===== src/rtl/frame_rx.sv =====
// Receive-side command framer: synchronises the serial receiver's done strobe, buffers bytes
// in a small FIFO and decodes host frames into one command at a time over valid/ready.
module frame_rx #(
  parameter int FIFO_AW   = 2,
  parameter int TO_CYCLES = 500000,
  parameter int TO_LEN    = 19
) (
  input  logic       clk,
  input  logic       rst_i,
  input  logic [7:0] rx_data,
  input  logic       rx_done,
  output logic       cmd_valid,
  input  logic       cmd_ready,
  output logic [1:0] cmd_type,
  output logic [7:0] cmd_x,
  output logic [7:0] cmd_y,
  output logic       ovf,
  output logic [7:0] err_cnt
);

  localparam int DEPTH = 1 << FIFO_AW;

  typedef enum logic [1:0] {P_IDLE, P_X, P_Y, P_OUT} state_t;

  state_t             r_state, w_state_next;
  logic               r_s1, r_s2, r_s3;
  logic [7:0]         r_mem [DEPTH];
  logic [FIFO_AW-1:0] r_wr_ptr, r_rd_ptr;
  logic [FIFO_AW:0]   r_count;
  logic [TO_LEN-1:0]  r_to_cnt;
  logic [7:0]         r_x_lat;
  logic [1:0]         r_type;
  logic [7:0]         r_x, r_y;
  logic               r_ovf;
  logic [7:0]         r_err_cnt;

  logic       w_cap, w_push, w_drop, w_pop, w_empty, w_full, w_hs, w_to_hit;
  logic       w_load, w_lat_x;
  logic [1:0] w_ld_type;
  logic [7:0] w_ld_x, w_ld_y, w_rd_data;

  // Reset to ones so a done level held through reset is not seen as a fresh byte
  always_ff @(posedge clk or posedge rst_i) begin
    if (rst_i) {r_s3, r_s2, r_s1} <= 3'b111;
    else       {r_s3, r_s2, r_s1} <= {r_s2, r_s1, rx_done};
  end

  assign w_cap     = r_s2 & ~r_s3;
  assign w_empty   = (r_count == '0);
  assign w_full    = (r_count == (FIFO_AW+1)'(DEPTH));
  assign w_push    = w_cap & (~w_full | w_pop);
  assign w_drop    = w_cap & ~w_push;
  assign w_rd_data = r_mem[r_rd_ptr];
  assign w_hs      = cmd_valid & cmd_ready;
  // Fires on the edge where the idle count would reach TO_CYCLES-1
  assign w_to_hit  = w_empty && (r_to_cnt == TO_LEN'(TO_CYCLES - 2));

  always_ff @(posedge clk) begin
    if (w_push) r_mem[r_wr_ptr] <= rx_data;
  end

  always_ff @(posedge clk or posedge rst_i) begin
    if (rst_i) begin
      r_wr_ptr <= '0;
      r_rd_ptr <= '0;
      r_count  <= '0;
    end else begin
      if (w_push) r_wr_ptr <= r_wr_ptr + FIFO_AW'(1);
      if (w_pop)  r_rd_ptr <= r_rd_ptr + FIFO_AW'(1);
      case ({w_push, w_pop})
        2'b10:   r_count <= r_count + (FIFO_AW+1)'(1);
        2'b01:   r_count <= r_count - (FIFO_AW+1)'(1);
        default: r_count <= r_count;
      endcase
    end
  end

  always_ff @(posedge clk or posedge rst_i) begin
    if (rst_i) r_state <= P_IDLE;
    else       r_state <= w_state_next;
  end

  always_comb begin
    w_state_next = r_state;
    case (r_state)
      P_IDLE: if (!w_empty) w_state_next = (w_rd_data == 8'h03) ? P_X : P_OUT;
      P_X:    if (!w_empty) w_state_next = P_Y;
              else if (w_to_hit) w_state_next = P_OUT;
      P_Y:    if (!w_empty || w_to_hit) w_state_next = P_OUT;
      P_OUT:  if (w_hs) w_state_next = P_IDLE;
      default: w_state_next = P_IDLE;
    endcase
  end

  always_comb begin
    w_pop     = 1'b0;
    w_load    = 1'b0;
    w_lat_x   = 1'b0;
    w_ld_type = 2'd0;
    w_ld_x    = 8'h00;
    w_ld_y    = 8'h00;
    case (r_state)
      P_IDLE: if (!w_empty) begin
        w_pop = 1'b1;
        case (w_rd_data)
          8'h00: w_load = 1'b1;
          8'h03: w_load = 1'b0;
          8'h0C: begin w_load = 1'b1; w_ld_type = 2'd2; end
          default: begin
            w_load    = 1'b1;
            w_ld_type = 2'd3;
            w_ld_x    = 8'd1;
            w_ld_y    = w_rd_data;
          end
        endcase
      end
      P_X: if (!w_empty) begin
        w_pop   = 1'b1;
        w_lat_x = 1'b1;
      end else if (w_to_hit) begin
        w_load = 1'b1; w_ld_type = 2'd3; w_ld_x = 8'd2;
      end
      P_Y: if (!w_empty) begin
        w_pop = 1'b1; w_load = 1'b1; w_ld_type = 2'd1;
        w_ld_x = r_x_lat; w_ld_y = w_rd_data;
      end else if (w_to_hit) begin
        w_load = 1'b1; w_ld_type = 2'd3; w_ld_x = 8'd2;
      end
      default: w_pop = 1'b0;
    endcase
  end

  always_ff @(posedge clk or posedge rst_i) begin
    if (rst_i) begin
      r_to_cnt  <= '0;
      r_x_lat   <= 8'h00;
      r_type    <= 2'd0;
      r_x       <= 8'h00;
      r_y       <= 8'h00;
      r_ovf     <= 1'b0;
      r_err_cnt <= 8'h00;
    end else begin
      if (w_pop)
        r_to_cnt <= '0;
      else if ((r_state == P_X || r_state == P_Y) && w_empty)
        r_to_cnt <= r_to_cnt + TO_LEN'(1);
      if (w_lat_x) r_x_lat <= w_rd_data;
      if (w_load) begin
        r_type <= w_ld_type;
        r_x    <= w_ld_x;
        r_y    <= w_ld_y;
      end
      if (w_load && w_ld_type == 2'd3 && r_err_cnt != 8'hFF)
        r_err_cnt <= r_err_cnt + 8'd1;
      if (w_drop)                         r_ovf <= 1'b1;
      else if (w_hs && r_type == 2'd0)    r_ovf <= 1'b0;
    end
  end

  assign cmd_valid = (r_state == P_OUT);
  assign cmd_type  = r_type;
  assign cmd_x     = r_x;
  assign cmd_y     = r_y;
  assign ovf       = r_ovf;
  assign err_cnt   = r_err_cnt;

endmodule

===== config.mk =====
export PLATFORM = sky130hd
export DESIGN_NAME = frame_rx
export DESIGN_NICKNAME = d
export VERILOG_FILES = /design/src/rtl/frame_rx.sv
export SDC_FILE = /design/constraint.sdc
export NUM_CORES = 1
export LEC_CHECK = 0
export ABC_AREA = 1
export CAP_MARGIN = 20
export CORE_MARGIN = 3
export CORE_UTILIZATION = 45
export DETAILED_ROUTE_END_ITERATION = 8
export SLEW_MARGIN = 20
export SYNTH_ARGS = -nofsm -noshare
export SYNTH_HDL_FRONTEND = slang
export SYNTH_SLANG_ARGS = --single-unit

===== constraint.sdc =====
create_clock -name clk -period 3.3 [get_ports clk]
set_clock_uncertainty 0.2 [all_clocks]
set_input_delay 0.66 -clock clk [delete_from_list [all_inputs] [get_ports clk]]
set_output_delay 0.66 -clock clk [all_outputs]
set_load 0.05 [all_outputs]

# After elaboration in Yosys (flattened, before gate mapping)
# Memory sizes are Yosys's and may differ from the RTL's.
# Index checks and enable logic that the tools add are counted.
# op_classes
add_sub_neg	6
n_eq_ne	15
mux	39
n_bitwise	8
reduce_logical	19
# op_table
operator	count
two-way mux 19 bit	2
two-way mux 8 bit	4
two-way mux 2 bit	12
one-hot mux 8 bit (3 select lines)	1
adder 19 x 1 -> 19 bit, second input constant	1
equality test 19 bit, second input constant	1
one-hot mux 8 bit (2 select lines)	1
two-way mux 1 bit	14
adder 8 x 1 -> 8 bit, second input constant	1
equality test 2 bit, second input constant	4
equality test 8 x 2 -> 1 bit, second input constant	1
equality test 8 x 4 -> 1 bit, second input constant	1
zero test 8 bit	1
!= test 8 bit, second input constant	1
one-hot mux 2 bit (4 select lines)	1
one-hot mux 2 bit (3 select lines)	1
one-hot mux 3 bit (2 select lines)	1
nonzero test 2 bit	3
OR reduction 3 bit	2
logical AND 1 bit	5
adder 2 x 1 -> 2 bit, second input constant	2
bitwise AND 1 bit	4
equality test 2 x 1 -> 1 bit, second input constant	2
zero test 2 bit	2
15 further kinds	19
# totals
ff_bits	66
ram_bits	32
inputBits	12
out_inout_bits	28
elab_cells	102
mem_count	1
# mem_list
memory	words	word_bits	rd	rd_clocked_by_memory_dff	write_ports	line_no	text
r_mem	4	8	1	0	1	27	logic [7:0] r_mem [DEPTH];

# Logic depth before layout (Yosys ltp)
# An unclocked memory read counts as a cell.
# logic_depth
ltp_word	9
ltp_mapped	15
ltp_nobuf	13

# Worst setup path after synthesis
# No wires, ideal clock.
# synth_timing
kind	register to register
start	register r_state[0]
end	register r_count[2]
setup_time_ns	0.125
arrival_time_ns	2.324
required_time_ns	2.975
path_slack_ns	0.651
stages_incl_launch_ff	11
path_buffers	2
synth_period_minus_slack_ns	2.649
path_cell_list	dfrtp_1 > ha_1 > clkbuf_1 > nor2_1 > clkbuf_1 > ha_1 > inv_1 > fa_1 > a21oi_1 > o21ai_0 > xnor2_1
# synth_via
elab_chain_cells	7
word_cells_on_any_way	11
cone_classes	4 x eq/ne; 2 x mux; 2 x bitwise; 3 x reduce/logical
# synth_rtl
element	line_no	text
start, declared	25	state_t r_state, w_state_next;
start signal, assigned	80	else r_state <= w_state_next;
equality test 2 x 1 -> 1 bit, or another cell as far along	102	case (r_state)
OR reduction 3 bit (no line) *	--	
two-way mux 1 bit *	--	
bitwise OR 1 bit	51	assign w_push = w_cap & (~w_full | w_pop);
bitwise AND 1 bit	51	
equality test 2 x 1 -> 1 bit or equality test 2 bit (tied branches)	70	case ({w_push, w_pop})
one-hot mux 3 bit (2 select lines) or nonzero test 2 bit (tied branches)	--	
end signal, assigned	71	2'b10: r_count <= r_count + (FIFO_AW+1)'(1);
end signal, assigned	72	2'b01: r_count <= r_count - (FIFO_AW+1)'(1);
end signal, assigned	73	default: r_count <= r_count;
end, declared	29	logic [FIFO_AW:0] r_count;
# Every way passes the cells marked *; elsewhere a longest branch is shown, timed or not.
# A chain may end at the register's enable or synchronous reset.

# Worst setup path in the final report
# layout_timing
start	register r_state[1]
end	output port cmd_valid
# layout_via
elab_chain_cells	1
# layout_rtl
element	line_no	text
equality test 2 bit	160	assign cmd_valid = (r_state == P_OUT);
end, declared	12	output logic cmd_valid,
# No other way between the ends.

==> run_results.csv <==
group,metric,value,unit
yosys,yosys-top-cells-area,"dfrtp_1 (33%), edfxtp_1 (20%), nand2_1 (11%)",
clock_tree,cts_hold_buf,0,
worst_hold_path,min_path_type,"reg2reg",
power,power.density,872.9,nW/um^2
routing,detail-route-antenna-nets,0,
power,power.leakage,2.436,nW
floorplanning,core,10040,um^2
clock_tree,clkTransAtPathRegs,100,ps
clock_tree,clockBufferDepth,2,
global_route,grt_max_degree,28,
floorplanning,ios,40,
clock_tree,cts_resized,0,
sta,worst_slack,532.6,ps
yosys,synth-seq-cells,98,
sta,rsz0062_at_grt,"no",
cells_and_area,post-route-util,0.5490,
setup_path,path_buf_inv,1,
power,ir_worst_vdd,0.0004163,V
clock_tree,cts_tree,"yes",
setup_path,ff2ff_setup_slack,660,ps
placed_design,post_dp_cell_area,5314,um^2
setup_path,arrival,1910,ps
setup_path,worst_ep_required_time,2440,ps
sta,setup_viol,0,
routing,drtIter0Drc,148,
routing,wl_per_cell,13.58,um
yosys,syn-instance-count,522,
setup_path,crit_family,"buffers and inverters",
sta,tightest_slew,570.5,ps
cells_and_area,multi_input_area,1868,um^2
floorplanning,start_util,0.4753,
cells_and_area,diodes,0,
placed_design,gp_congestion,0.8292,
cells_and_area,nets,595,
sta,hold_viol,0,
run,drv_cap,0,
cells_and_area,drive_gt1_frac,0.1063,
global_route,grt_pass1_vias,3495,
yosys,ys_warn_count,0,
global_route,antenna_found_initial,0,
sta,slew_violations,0,
clock_tree,cts_setup_buffers,0,
routing,vias,3560,
setup_path,crit_chain,"ha_1, clkdlybuf4s50_1",
placed_design,dp_slack,655.3,ps
yosys,syn_avg_cell_area,9.147,um^2
placed_design,place_hpwl,6991,um
setup_path,timing.rr.end,"r_count[2]",
sta,finalCriticalPeriod,2767,ps
floorplanning,die_h,109.0,um
global_route,grt.total_usage,0.1833,
floorplanning,fp-row-count,36,
setup_path,r2r-start,"r_state[1]",
setup_path,rr_worst_depth,9,
routing,drtPass1Iterations,5,
sta,period_share,0.8386,
cells_and_area,postLayoutCellArea,5514,um^2
sta,hold_ws,160.1,ps
cells_and_area,ff_latch_area,2616,um^2
yosys,syn-num-nets,548,
setup_path,max_stage_delay,830,ps
floorplanning,die_area,11880,um^2
cells_and_area,area_growth,15.49,%
clock_tree,numCtsBuffers,9,
global_route,grt_pass1_wl,16680,um
setup_path,critPathKind,"reg2out",
cells_and_area,final_common_cell,"nand2_1",
yosys,yosys.area.top_type,"dfrtp_1",
yosys,netlist_area,4775,um^2
setup_path,end_kind,"output port",
clock_tree,cts_root_buf,"clkbuf_8",
setup_path,cpMaxStageDelayCell,"clkdlybuf4s50_1",
clock_tree,clock_latency,380,ps
sta,fin_tns_setup,0,ps
setup_path,startpoint,"r_state[1]",
run_status,status,"finished clean",
yosys,seq_area_frac_synth,0.5480,
placed_design,port_buffers,39,
setup_path,path_depth,2,
cells_and_area,mostFrequentLayoutCells,"nand2_1 (145), dfrtp_1 (63), inv_1 (50), nand3_1 (39), clkdlybuf4s50_1 (39)",
yosys,synth_top_area_share,0.3302,
clock_tree,htreeDepth,3,
routing,wl,9598,um
routing,drcViolationCount,0,
floorplanning,chipWidth,109.0,um
setup_path,critPathLaunchType,"register",
sta,fmaxAchievable,361.4,MHz
yosys,synth_cell_types,41,
cells_and_area,nFillCells,915,
sta,slew_headroom,0.6191,
setup_path,worst-path-max-fanout,6,
setup_path,crit_end,"cmd_valid",
clock_tree,clock_sinks,98,
routing,viasPerCell,5.035,
global_route,grt_overflow,0,
stage by stage:
step | instances | power (W)
3_5_place_dp | 691 | 0.004063
3_3_place_gp | 691 | 0.004031
2_1_floorplan | 522 | 0.003477
5_1_grt | 707 | 0.005223
4_1_cts | 707 | 0.004879
6_report | 707 | 0.004813
worst reg2reg max path, cell delays in order (launching register included):
cell and delay (ps):
dfrtp_1 440, ha_1 430, nand4_1 170, nand3_1 270, ha_1 210, inv_1 60, fa_1 380, a21oi_1 140
o21ai_0 110, xnor2_1 130
cells in the mapped netlist, drive strengths merged:
| cell type | count |
|---|---|
| xor2 | 5 |
| ha | 13 |
| a31oi | 1 |
| nand4 | 17 |
| nand2 | 158 |
| fa | 1 |
| dfstp | 3 |
| nor3b | 1 |
| a31o | 2 |
| a21o | 2 |
| nand3 | 42 |
| nor4 | 2 |
| nor2 | 38 |
| xnor2 | 6 |
| edfxtp | 32 |
| dfrtp | 63 |
| o2111ai | 1 |
| nor3 | 15 |
| clkbuf | 5 |
| o21ai | 32 |
| o21bai | 1 |
| buf | 6 |
| o22ai | 2 |
| a21oi | 16 |
| or2 | 1 |
| mux2i | 1 |
| inv | 56 |
area by class of cell:
type	instances	share of cell area
timing repair buffer	47	0.08169
tap	133	0.03018
clock inverter	6	0.01316
inverter	56	0.03857
multi-input combinational	357	0.3388
clock buffer	10	0.02314
sequential	98	0.4745
how the worst min path moves through the flow:
stage	cells past startpoint	from	end
6_report	0	r_s1	r_s2
5_1_grt	0	r_s1	r_s2
4_1_cts	0	r_s1	r_s2
3_5_place_dp	0	r_s1	r_s2
3_3_place_gp	0	r_s1	r_s2
2_1_floorplan	0	r_s1	r_s2
cell families (layout without fill, tap and decap cells):
kind of cell / after synthesis / count (layout) / synth area share
multiplexers: 1 / 1 / 0.002097
flip-flops: 98 / 98 / 0.5480
buffers and inverters: 67 / 119 / 0.06079
AND/OR/NAND/NOR: 274 / 274 / 0.2592
AO/OA/AOI/OAI: 57 / 57 / 0.07154
XOR/XNOR: 11 / 11 / 0.02018
adder cells (fa/ha/maj): 14 / 14 / 0.03826
sequential cells by signal, indices dropped and copies added, names as in the netlist:
| register | cells |
|---|---|
| cmd_y | 8 |
| r_to_cnt | 19 |
| r_wr_ptr | 2 |
| r_s1 | 1 |
| ovf | 1 |
| r_rd_ptr | 2 |
| r_mem | 32 |
| r_s2 | 1 |
| r_count | 3 |
| cmd_x | 8 |
| r_s3 | 1 |
| err_cnt | 8 |
| r_x_lat | 8 |
| r_state | 2 |
| cmd_type | 2 |
metal layers:
| metal | track usage | wire length (um) | vias up |
|---|---|---|---|
| li1 | - | - | 1816 |
| met1 | 0.2418 | 4528 | 1656 |
| met2 | 0.2895 | 4465 | 80 |
| met3 | 0.05980 | 496 | 8 |
| met4 | 0.05320 | 108 | 0 |
| met5 | 0 | 0 | - |
where the power goes:
part / internal [W] / switching, W
logic: 0.000719 / 0.00157
registers: 0.00153 / 0.000197
clock network: 0.000360 / 0.000436
total: 0.00261 / 0.00221
Power figures use the tool's default switching activity.
